==> src/rtl/control_pipeline_pkg.sv <==
// Shared definitions for the control pipeline: bit positions inside the
// wb/mem/ex control bundles, the bubble fill value and the squash reasons.
package control_pipeline_pkg;

    typedef enum int {
        MEMTOREG = 0,
        REGWRITE = 1
    } wb_bit_e;

    typedef enum int {
        MEMWRITE = 0,
        MEMREAD  = 1,
        BRANCH   = 2
    } mem_bit_e;

    typedef enum int {
        JUMP   = 4,
        ALUSRC = 5,
        REGDST = 6
    } ex_bit_e;

    // Why ID/EX is being loaded with a bubble this cycle.
    typedef enum logic [1:0] {
        SQUASH_NONE     = 2'd0,
        SQUASH_LOAD_USE = 2'd1,
        SQUASH_BRANCH   = 2'd2
    } squash_e;

    // A bubble is every control and register-address bit cleared.
    localparam logic BUBBLE_BIT = 1'b0;

endpackage

==> src/rtl/control_pipeline_hazard.sv <==
// Load-use detection and taken-branch / jump flush arbitration for the
// ID stage. Purely combinational; a taken branch outranks a load-use stall.
module hazard_detection_unit
    import control_pipeline_pkg::*;
#(
    parameter int NB_REG_ADDR = 5
) (
    input  logic                   idex_mem_read,
    input  logic                   idex_branch,
    input  logic [NB_REG_ADDR-1:0] idex_rt,
    input  logic [NB_REG_ADDR-1:0] id_rs,
    input  logic [NB_REG_ADDR-1:0] id_rt,
    input  logic                   id_jump,
    input  logic                   alu_zero,
    output logic                   pc_write,
    output logic                   ifid_write,
    output logic                   flush_ifid,
    output logic                   pc_src_branch,
    output squash_e                squash
);

    logic load_use;
    logic branch_taken;

    // $zero is never written, so a load into it cannot create a dependency.
    assign load_use = idex_mem_read
                    && (idex_rt != '0)
                    && ((idex_rt == id_rs) || (idex_rt == id_rt));

    assign branch_taken = idex_branch && alu_zero;

    always_comb begin
        pc_write      = 1'b1;
        ifid_write    = 1'b1;
        flush_ifid    = 1'b0;
        pc_src_branch = 1'b0;
        squash        = SQUASH_NONE;
        if (branch_taken) begin
            pc_src_branch = 1'b1;
            flush_ifid    = 1'b1;
            squash        = SQUASH_BRANCH;
        end else if (load_use) begin
            // The stalled jump stays in IF/ID, so its flush waits for the retry.
            pc_write   = 1'b0;
            ifid_write = 1'b0;
            squash     = SQUASH_LOAD_USE;
        end else if (id_jump) begin
            flush_ifid = 1'b1;
        end
    end

endmodule

==> src/rtl/control_pipeline.sv <==
// Control-path pipeline registers (ID/EX, EX/MEM, MEM/WB) for the MIPS
// datapath, with bubble insertion for load-use stalls and branch flushes.
module control_pipeline
    import control_pipeline_pkg::*;
#(
    parameter int NB_CTRL_WB  = 2,
    parameter int NB_CTRL_MEM = 3,
    parameter int NB_CTRL_EX  = 7,
    parameter int NB_REG_ADDR = 5,
    parameter int NB_COUNT    = 16
) (
    input  logic                   i_clk,
    input  logic                   i_rst_n,
    input  logic                   i_enable,
    input  logic [NB_CTRL_WB-1:0]  i_ctrl_wb,
    input  logic [NB_CTRL_MEM-1:0] i_ctrl_mem,
    input  logic [NB_CTRL_EX-1:0]  i_ctrl_ex,
    input  logic [NB_REG_ADDR-1:0] i_id_rs,
    input  logic [NB_REG_ADDR-1:0] i_id_rt,
    input  logic [NB_REG_ADDR-1:0] i_id_rd,
    input  logic                   i_alu_zero,
    output logic [NB_CTRL_EX-1:0]  o_ex_ctrl,
    output logic [NB_REG_ADDR-1:0] o_ex_rt,
    output logic [NB_CTRL_MEM-1:0] o_mem_ctrl,
    output logic [NB_REG_ADDR-1:0] o_mem_write_reg,
    output logic [NB_CTRL_WB-1:0]  o_wb_ctrl,
    output logic [NB_REG_ADDR-1:0] o_wb_write_reg,
    output logic                   o_pc_write,
    output logic                   o_ifid_write,
    output logic                   o_flush_ifid,
    output logic                   o_pc_src_branch,
    output logic [NB_COUNT-1:0]    o_bubble_count
);

    logic [NB_CTRL_WB-1:0]  idex_wb_reg,      idex_wb_next;
    logic [NB_CTRL_MEM-1:0] idex_mem_reg,     idex_mem_next;
    logic [NB_CTRL_EX-1:0]  idex_ex_reg,      idex_ex_next;
    logic [NB_REG_ADDR-1:0] idex_rt_reg,      idex_rt_next;
    logic [NB_REG_ADDR-1:0] idex_rd_reg,      idex_rd_next;

    logic [NB_CTRL_WB-1:0]  exmem_wb_reg,     exmem_wb_next;
    logic [NB_CTRL_MEM-1:0] exmem_mem_reg,    exmem_mem_next;
    logic [NB_REG_ADDR-1:0] exmem_dst_reg,    exmem_dst_next;

    logic [NB_CTRL_WB-1:0]  memwb_wb_reg,     memwb_wb_next;
    logic [NB_REG_ADDR-1:0] memwb_dst_reg,    memwb_dst_next;

    logic [NB_COUNT-1:0]    bubble_count_reg, bubble_count_next;

    squash_e squash_cause;
    logic    squash;

    hazard_detection_unit #(
        .NB_REG_ADDR (NB_REG_ADDR)
    ) u_hazard (
        .idex_mem_read (idex_mem_reg[MEMREAD]),
        .idex_branch   (idex_mem_reg[BRANCH]),
        .idex_rt       (idex_rt_reg),
        .id_rs         (i_id_rs),
        .id_rt         (i_id_rt),
        .id_jump       (i_ctrl_ex[JUMP]),
        .alu_zero      (i_alu_zero),
        .pc_write      (o_pc_write),
        .ifid_write    (o_ifid_write),
        .flush_ifid    (o_flush_ifid),
        .pc_src_branch (o_pc_src_branch),
        .squash        (squash_cause)
    );

    assign squash = (squash_cause != SQUASH_NONE);

    always_comb begin
        idex_wb_next      = i_ctrl_wb;
        idex_mem_next     = i_ctrl_mem;
        idex_ex_next      = i_ctrl_ex;
        idex_rt_next      = i_id_rt;
        idex_rd_next      = i_id_rd;
        bubble_count_next = bubble_count_reg;
        if (squash) begin
            idex_wb_next  = {NB_CTRL_WB{BUBBLE_BIT}};
            idex_mem_next = {NB_CTRL_MEM{BUBBLE_BIT}};
            idex_ex_next  = {NB_CTRL_EX{BUBBLE_BIT}};
            idex_rt_next  = {NB_REG_ADDR{BUBBLE_BIT}};
            idex_rd_next  = {NB_REG_ADDR{BUBBLE_BIT}};
            // Saturate rather than wrap so a long run never reads back as few bubbles.
            if (!(&bubble_count_reg)) begin
                bubble_count_next = bubble_count_reg + {{(NB_COUNT-1){1'b0}}, 1'b1};
            end
        end
    end

    // The ex bundle is consumed here; only wb/mem and the destination move on.
    always_comb begin
        exmem_wb_next  = idex_wb_reg;
        exmem_mem_next = idex_mem_reg;
        exmem_dst_next = idex_ex_reg[REGDST] ? idex_rd_reg : idex_rt_reg;
        memwb_wb_next  = exmem_wb_reg;
        memwb_dst_next = exmem_dst_reg;
    end

    always_ff @(posedge i_clk or negedge i_rst_n) begin
        if (!i_rst_n) begin
            idex_wb_reg      <= '0;
            idex_mem_reg     <= '0;
            idex_ex_reg      <= '0;
            idex_rt_reg      <= '0;
            idex_rd_reg      <= '0;
            exmem_wb_reg     <= '0;
            exmem_mem_reg    <= '0;
            exmem_dst_reg    <= '0;
            memwb_wb_reg     <= '0;
            memwb_dst_reg    <= '0;
            bubble_count_reg <= '0;
        end else if (i_enable) begin
            idex_wb_reg      <= idex_wb_next;
            idex_mem_reg     <= idex_mem_next;
            idex_ex_reg      <= idex_ex_next;
            idex_rt_reg      <= idex_rt_next;
            idex_rd_reg      <= idex_rd_next;
            exmem_wb_reg     <= exmem_wb_next;
            exmem_mem_reg    <= exmem_mem_next;
            exmem_dst_reg    <= exmem_dst_next;
            memwb_wb_reg     <= memwb_wb_next;
            memwb_dst_reg    <= memwb_dst_next;
            bubble_count_reg <= bubble_count_next;
        end
    end

    assign o_ex_ctrl       = idex_ex_reg;
    assign o_ex_rt         = idex_rt_reg;
    assign o_mem_ctrl      = exmem_mem_reg;
    assign o_mem_write_reg = exmem_dst_reg;
    assign o_wb_ctrl       = memwb_wb_reg;
    assign o_wb_write_reg  = memwb_dst_reg;
    assign o_bubble_count  = bubble_count_reg;

endmodule

==> config.mk <==
export PLATFORM = sky130hd
export DESIGN_NAME = control_pipeline
export DESIGN_NICKNAME = d
export VERILOG_FILES = /design/src/rtl/control_pipeline_pkg.sv /design/src/rtl/control_pipeline_hazard.sv /design/src/rtl/control_pipeline.sv
export SDC_FILE = /design/constraint.sdc
export NUM_CORES = 1
export LEC_CHECK = 0
export ABC_AREA = 1
export CORE_ASPECT_RATIO = 0.6
export CORE_MARGIN = 4
export CORE_UTILIZATION = 42
export DETAILED_ROUTE_END_ITERATION = 6
export PLACE_DENSITY = 0.72
export SYNTH_ARGS = -nofsm -noshare
export SYNTH_HDL_FRONTEND = slang
export SYNTH_SLANG_ARGS = --single-unit
export TNS_END_PERCENT = 30
==> constraint.sdc <==
create_clock -name i_clk -period 1.8 [get_ports i_clk]
set_input_delay 0.36 -clock i_clk [delete_from_list [all_inputs] [get_ports i_clk]]
set_output_delay 0.36 -clock i_clk [all_outputs]
set_load 0.03 [all_outputs]
* Word-level counts from Yosys, hierarchy flattened
Cells that the tools add are included.
Operators by class: muxes and demuxes 14, equality and inequality tests 2, reductions and logical operators 8, bitwise operators 1, $add $sub $neg 1
Operators with widths (number):
- adder 16 x 1 -> 16 bit, second input constant | 1
- AND reduction 16 bit | 1
- two-way mux 5 bit | 3
- equality test 5 bit | 2
- two-way mux 1 bit | 7
- two-way mux 7 bit | 1
- nonzero test 5 bit | 1
- two-way mux 2 bit | 2
- logical AND 1 bit | 3
- two-way mux 3 bit | 1
- AND reduction 3 bit | 1
- nonzero test 2 bit | 1
- logical OR 1 bit | 1
- NOT 1 bit | 1
Storage, ports and cells: logic and storage cells 37, output and inout port bits 47, input bits 31, register bits 55

* Depth between registers and ports, before layout
word-level depth 7, depth in mapped cells 12, depth with buffers taken out 11

* Cells and area by module
A second synthesis with hierarchy kept.
Unflattened totals: cell total of the unflattened synthesis 379, area total of the unflattened synthesis 2796.4 um2
By module, submodules not included:
- control_pipeline | cells each 321, seq. area each 1376.3 um2, times used 1, area an instance 2546.2 um2
- hazard_detection_unit | cells each 58, seq. area each 0.0 um2, times used 1, area an instance 250.2 um2

* Worst setup path before layout
No wires, ideal clock.
kind reg-to-output, start register idex_rt_reg[1], in the netlist o_ex_rt[1], end output port o_pc_write, buffers on the path 1, arrival 1555 ps, slack -115 ps, data required time 1440 ps, cell stages (with the launch flop) 9, path through dfrtp_1 inv_1 nand2_1 nand2_1 nor2_1 nand3_1 nand2_1 nand3_1 buf_4
Between the ends: word-level cells in the longest chain between the ends 5, elaborated cells between the ends (all ways) 8, classes of those cells 2 x eq/ne; 2 x mux; 4 x reduce/logical
Ends and longest elaborated chain:
- start, declared | line control_pipeline.sv:38 | logic [NB_REG_ADDR-1:0] idex_rt_reg, idex_rt_next;
- start signal, assigned | line control_pipeline.sv:118 | idex_rt_reg <= idex_rt_next;
- equality test 5 bit or nonzero test 5 bit (tied branches) | line control_pipeline_hazard.sv:28, control_pipeline_hazard.sv:27
- logical OR 1 bit or logical AND 1 bit (tied branches) | line control_pipeline_hazard.sv:28, control_pipeline_hazard.sv:27
- logical AND 1 bit * | line control_pipeline_hazard.sv:28 | && ((idex_rt == id_rs) || (idex_rt == id_rt));
- two-way mux 1 bit * (2 in series)
- end, declared | line control_pipeline.sv:28 | output logic o_pc_write,
Every way passes the cells marked *; elsewhere a longest branch is shown, timed or not.

* Worst setup path after layout
start register idex_rt_reg[0], in the netlist o_ex_rt[0], end output port o_ifid_write
Between the ends: word-level cells in the longest chain between the ends 5, elaborated cells between the ends (all ways) 8, classes of those cells 2 x eq/ne; 2 x mux; 4 x reduce/logical
Ends and longest elaborated chain:
- equality test 5 bit or nonzero test 5 bit (tied branches) | line control_pipeline_hazard.sv:28, control_pipeline_hazard.sv:27
- logical OR 1 bit or logical AND 1 bit (tied branches) | line control_pipeline_hazard.sv:28, control_pipeline_hazard.sv:27
- logical AND 1 bit * | line control_pipeline_hazard.sv:28
- two-way mux 1 bit * | line control_pipeline_hazard.sv:42 | end else if (load_use) begin
- two-way mux 1 bit * | line control_pipeline_hazard.sv:38 | if (branch_taken) begin
- end, declared | line control_pipeline.sv:29 | output logic o_ifid_write,
Marked as above.

==> reports/metrics.csv <==
metric,value,unit
ys_seq_area_share,50.3,%
h-tree-depth,2,
syn_to_final_growth,42.4,%
diodes,0,
fillers,577,
dp_hpwl,5.49,mm
grt_pass1_wl,12.2,mm
setup-violations-final,3,
fmax,514,MHz
critical_path.cell_chain,nor2_1 > nor2_1 > nor2_1 > nand3_1 > nand2_2 > buf_6 > nand3_4 > buf_6,
ys_warn_count,0,
core_area,6220,sq um
viasPerCell,4.99,
cts_num_sinks,55,
numCtsBuffers,5,
synth.distinct_cells,26,
placed_cell_area,3690,sq um
nNetsFinal,481,
crit_buf_inv,2,
cts_tree,yes,
largest_reg_flops,16,
power_density,845,nW/um^2
routed-via-count,2662,
synth.area.top_cells,"dfrtp_1 (50%), nand2_1 (20%), nand3_1 (7.5%)",
final_cell_area,3900,sq um
ir_drop,0.444,mV
portBuffers,77,
fin_skew,0.00874,ns
min_path_type,flip-flop to flip-flop,
worst-setup-path-type,flip-flop to primary output,
cp_slowest_cell,dfrtp_1,
drc,0,
holdWs,0.478,ns
grt_max_degree,39,
drtIter0Drc,192,
die_h,70.5,um
path_delay_family,simple AND/OR/NAND/NOR gates,
cpMostUsedCell,nor2_1,
syn-cell-area,2740,sq um
failed_checks,setup timing,
max_slew_margin,70.4,%
pin_count,78,
die_w,112,um
status,"finished, violations left",
worstPathMaxFanout,5,
final_common_cell,nand2_1,
overflow,0,
row_count,22,
gp_congestion,0.964,
synth_area_per_cell,7.82,sq um
start_util,44.0,%
cp_slowest_stage_delay,0.43,ns
fin_crit,1.94,ns
wl,7.38,mm
cp-end-kind,primary output,
rsz0062_at_grt,yes,
worstPathArrival,1.58,ns
final-hold-violation-count,0,
antenna_found_initial,0,
final_max_slew_viol_count,0,
clk_latency,0.30,ns
tightest_slew,0.445,ns
critPathLaunchType,flip-flop,
synth_top_area_cell,dfrtp_1,
final_util,62.7,%
required,1.44,ns
drive_gt1_share,13.6,%
clkTransAtPathRegs,0.10,ns
syn_nets,382,
wl_per_cell,13.8,um
first_global_vias,2504,
timing.final.crit_share,108,%
fin_ws,-0.144,ns
synth-seq-cells,55,
cts_buffer_depth,2,
ant_nets,0,
final_cell_mix,"nand2_1 (143), dfrtp_1 (55), clkdlybuf4s50_1 (44), nand3_1 (40), buf_4 (27)",
track_usage,18.8,%
fp.dieArea,7910,sq um
maxCapViolCount,0,
root_buffer,clkbuf_8,
power_leakage,2.13,nW
drt_pass1_iterations,6,
synth.top_cell.area_share,50.3,%
netlist_instances,350,
## through the flow
stage,TNS (ns),cells,power (mW),setup slack (ns)
finish,-0.421,534,3.29,-0.144
global route,-2.53,534,3.48,-0.284
CTS,-0.405,531,3.30,-0.135
detailed placement,-7.51,517,2.59,-0.272
global placement,-4.35,517,2.56,-0.202
floorplan,-0.0631,350,2.10,-0.0631
## cell usage after synthesis
cell type  instances
a21oi_1            5
a31oi_4            1
and2_1             1
buf_1              1
buf_2              7
buf_4              2
buf_6              1
clkbuf_1           4
dfrtp_1           55
ha_1               1
inv_1             20
inv_2              4
nand2_1          145
nand2_2            1
nand2_4            2
nand3_1           41
nand3_2            1
nand4_1            5
nor2_1            23
nor2_2             1
nor3_1             3
nor3_4             1
o21ai_0            8
o22ai_1            3
xnor2_1            6
xor2_1             8
## worst register-to-register path: cells and delay by family (launching register included)
family	cells	cell delay, ns
AND/OR/NAND/NOR	10	0.98
flip-flops	1	0.43
buffers and inverters	2	0.27
## logic make-up after synthesis
family | after synthesis | share of synthesized area, %
AOI/OAI and AO/OA | 17 | 3.84
xor gates and xnor gates | 14 | 4.48
adders and majority gates | 1 | 0.457
buffers and inverters | 39 | 6.22
DFF | 55 | 50.3
and+or+nand+nor | 224 | 34.7
## final cells by class
| class | count | area (sq um) | share of cell area [%] |
|---|---|---|---|
| clock buffers | 6 | 82.6 | 2.12 |
| clock inverters | 2 | 16.3 | 0.417 |
| inverters | 24 | 90.1 | 2.31 |
| flip-flops and latches | 55 | 1380 | 35.3 |
| repair buffers | 106 | 996 | 25.6 |
| well taps | 84 | 105 | 2.70 |
| multi-input cells | 257 | 1230 | 31.6 |
## final timing paths
path / from / cells past startpoint / end / slack (ns)
min in group asynchronous: i_rst_n / 2 / o_bubble_count[14] / 0.52
setup / recovery: o_ex_rt[0] / 8 / o_ifid_write / -0.14
setup reg to reg: o_ex_rt[0] / 12 / o_bubble_count[12] / 0.03
hold reg to reg: o_wb_write_reg[2] / 2 / o_wb_write_reg[2] / 0.48
hold / removal: o_wb_write_reg[2] / 2 / o_wb_write_reg[2] / 0.48
max in group asynchronous: i_rst_n / 3 / o_ex_rt[0] / 0.72
## what timing repair did
item                                   CTS  global route
hold buffers                             1             0
buffers inserted                         5             1
endpoints found under the hold margin   17             0
setup endpoints to repair               15            35
gates cloned                             0             2
pin swaps                                7             1
resized for setup                       31            12
## power by group
group / internal (mW) / total [mW] / switching, mW
clock: 0.315 / 0.720 / 0.404
combinational: 0.432 / 1.05 / 0.615
sequential: 1.39 / 1.53 / 0.139
## layer usage
metal | part of all wire (%) | wire length [um] | GRT usage, % | vias to the layer above
met5 | 0 | 0 | 0 | -
met4 | 1.3 | 97 | 3.33 | 0
met3 | 7.2 | 529 | 4.50 | 8
met2 | 45 | 3300 | 28.1 | 90
met1 | 47 | 3450 | 28.2 | 1265
li1 | - | - | - | 1299
(Power assumes the default switching activity.)
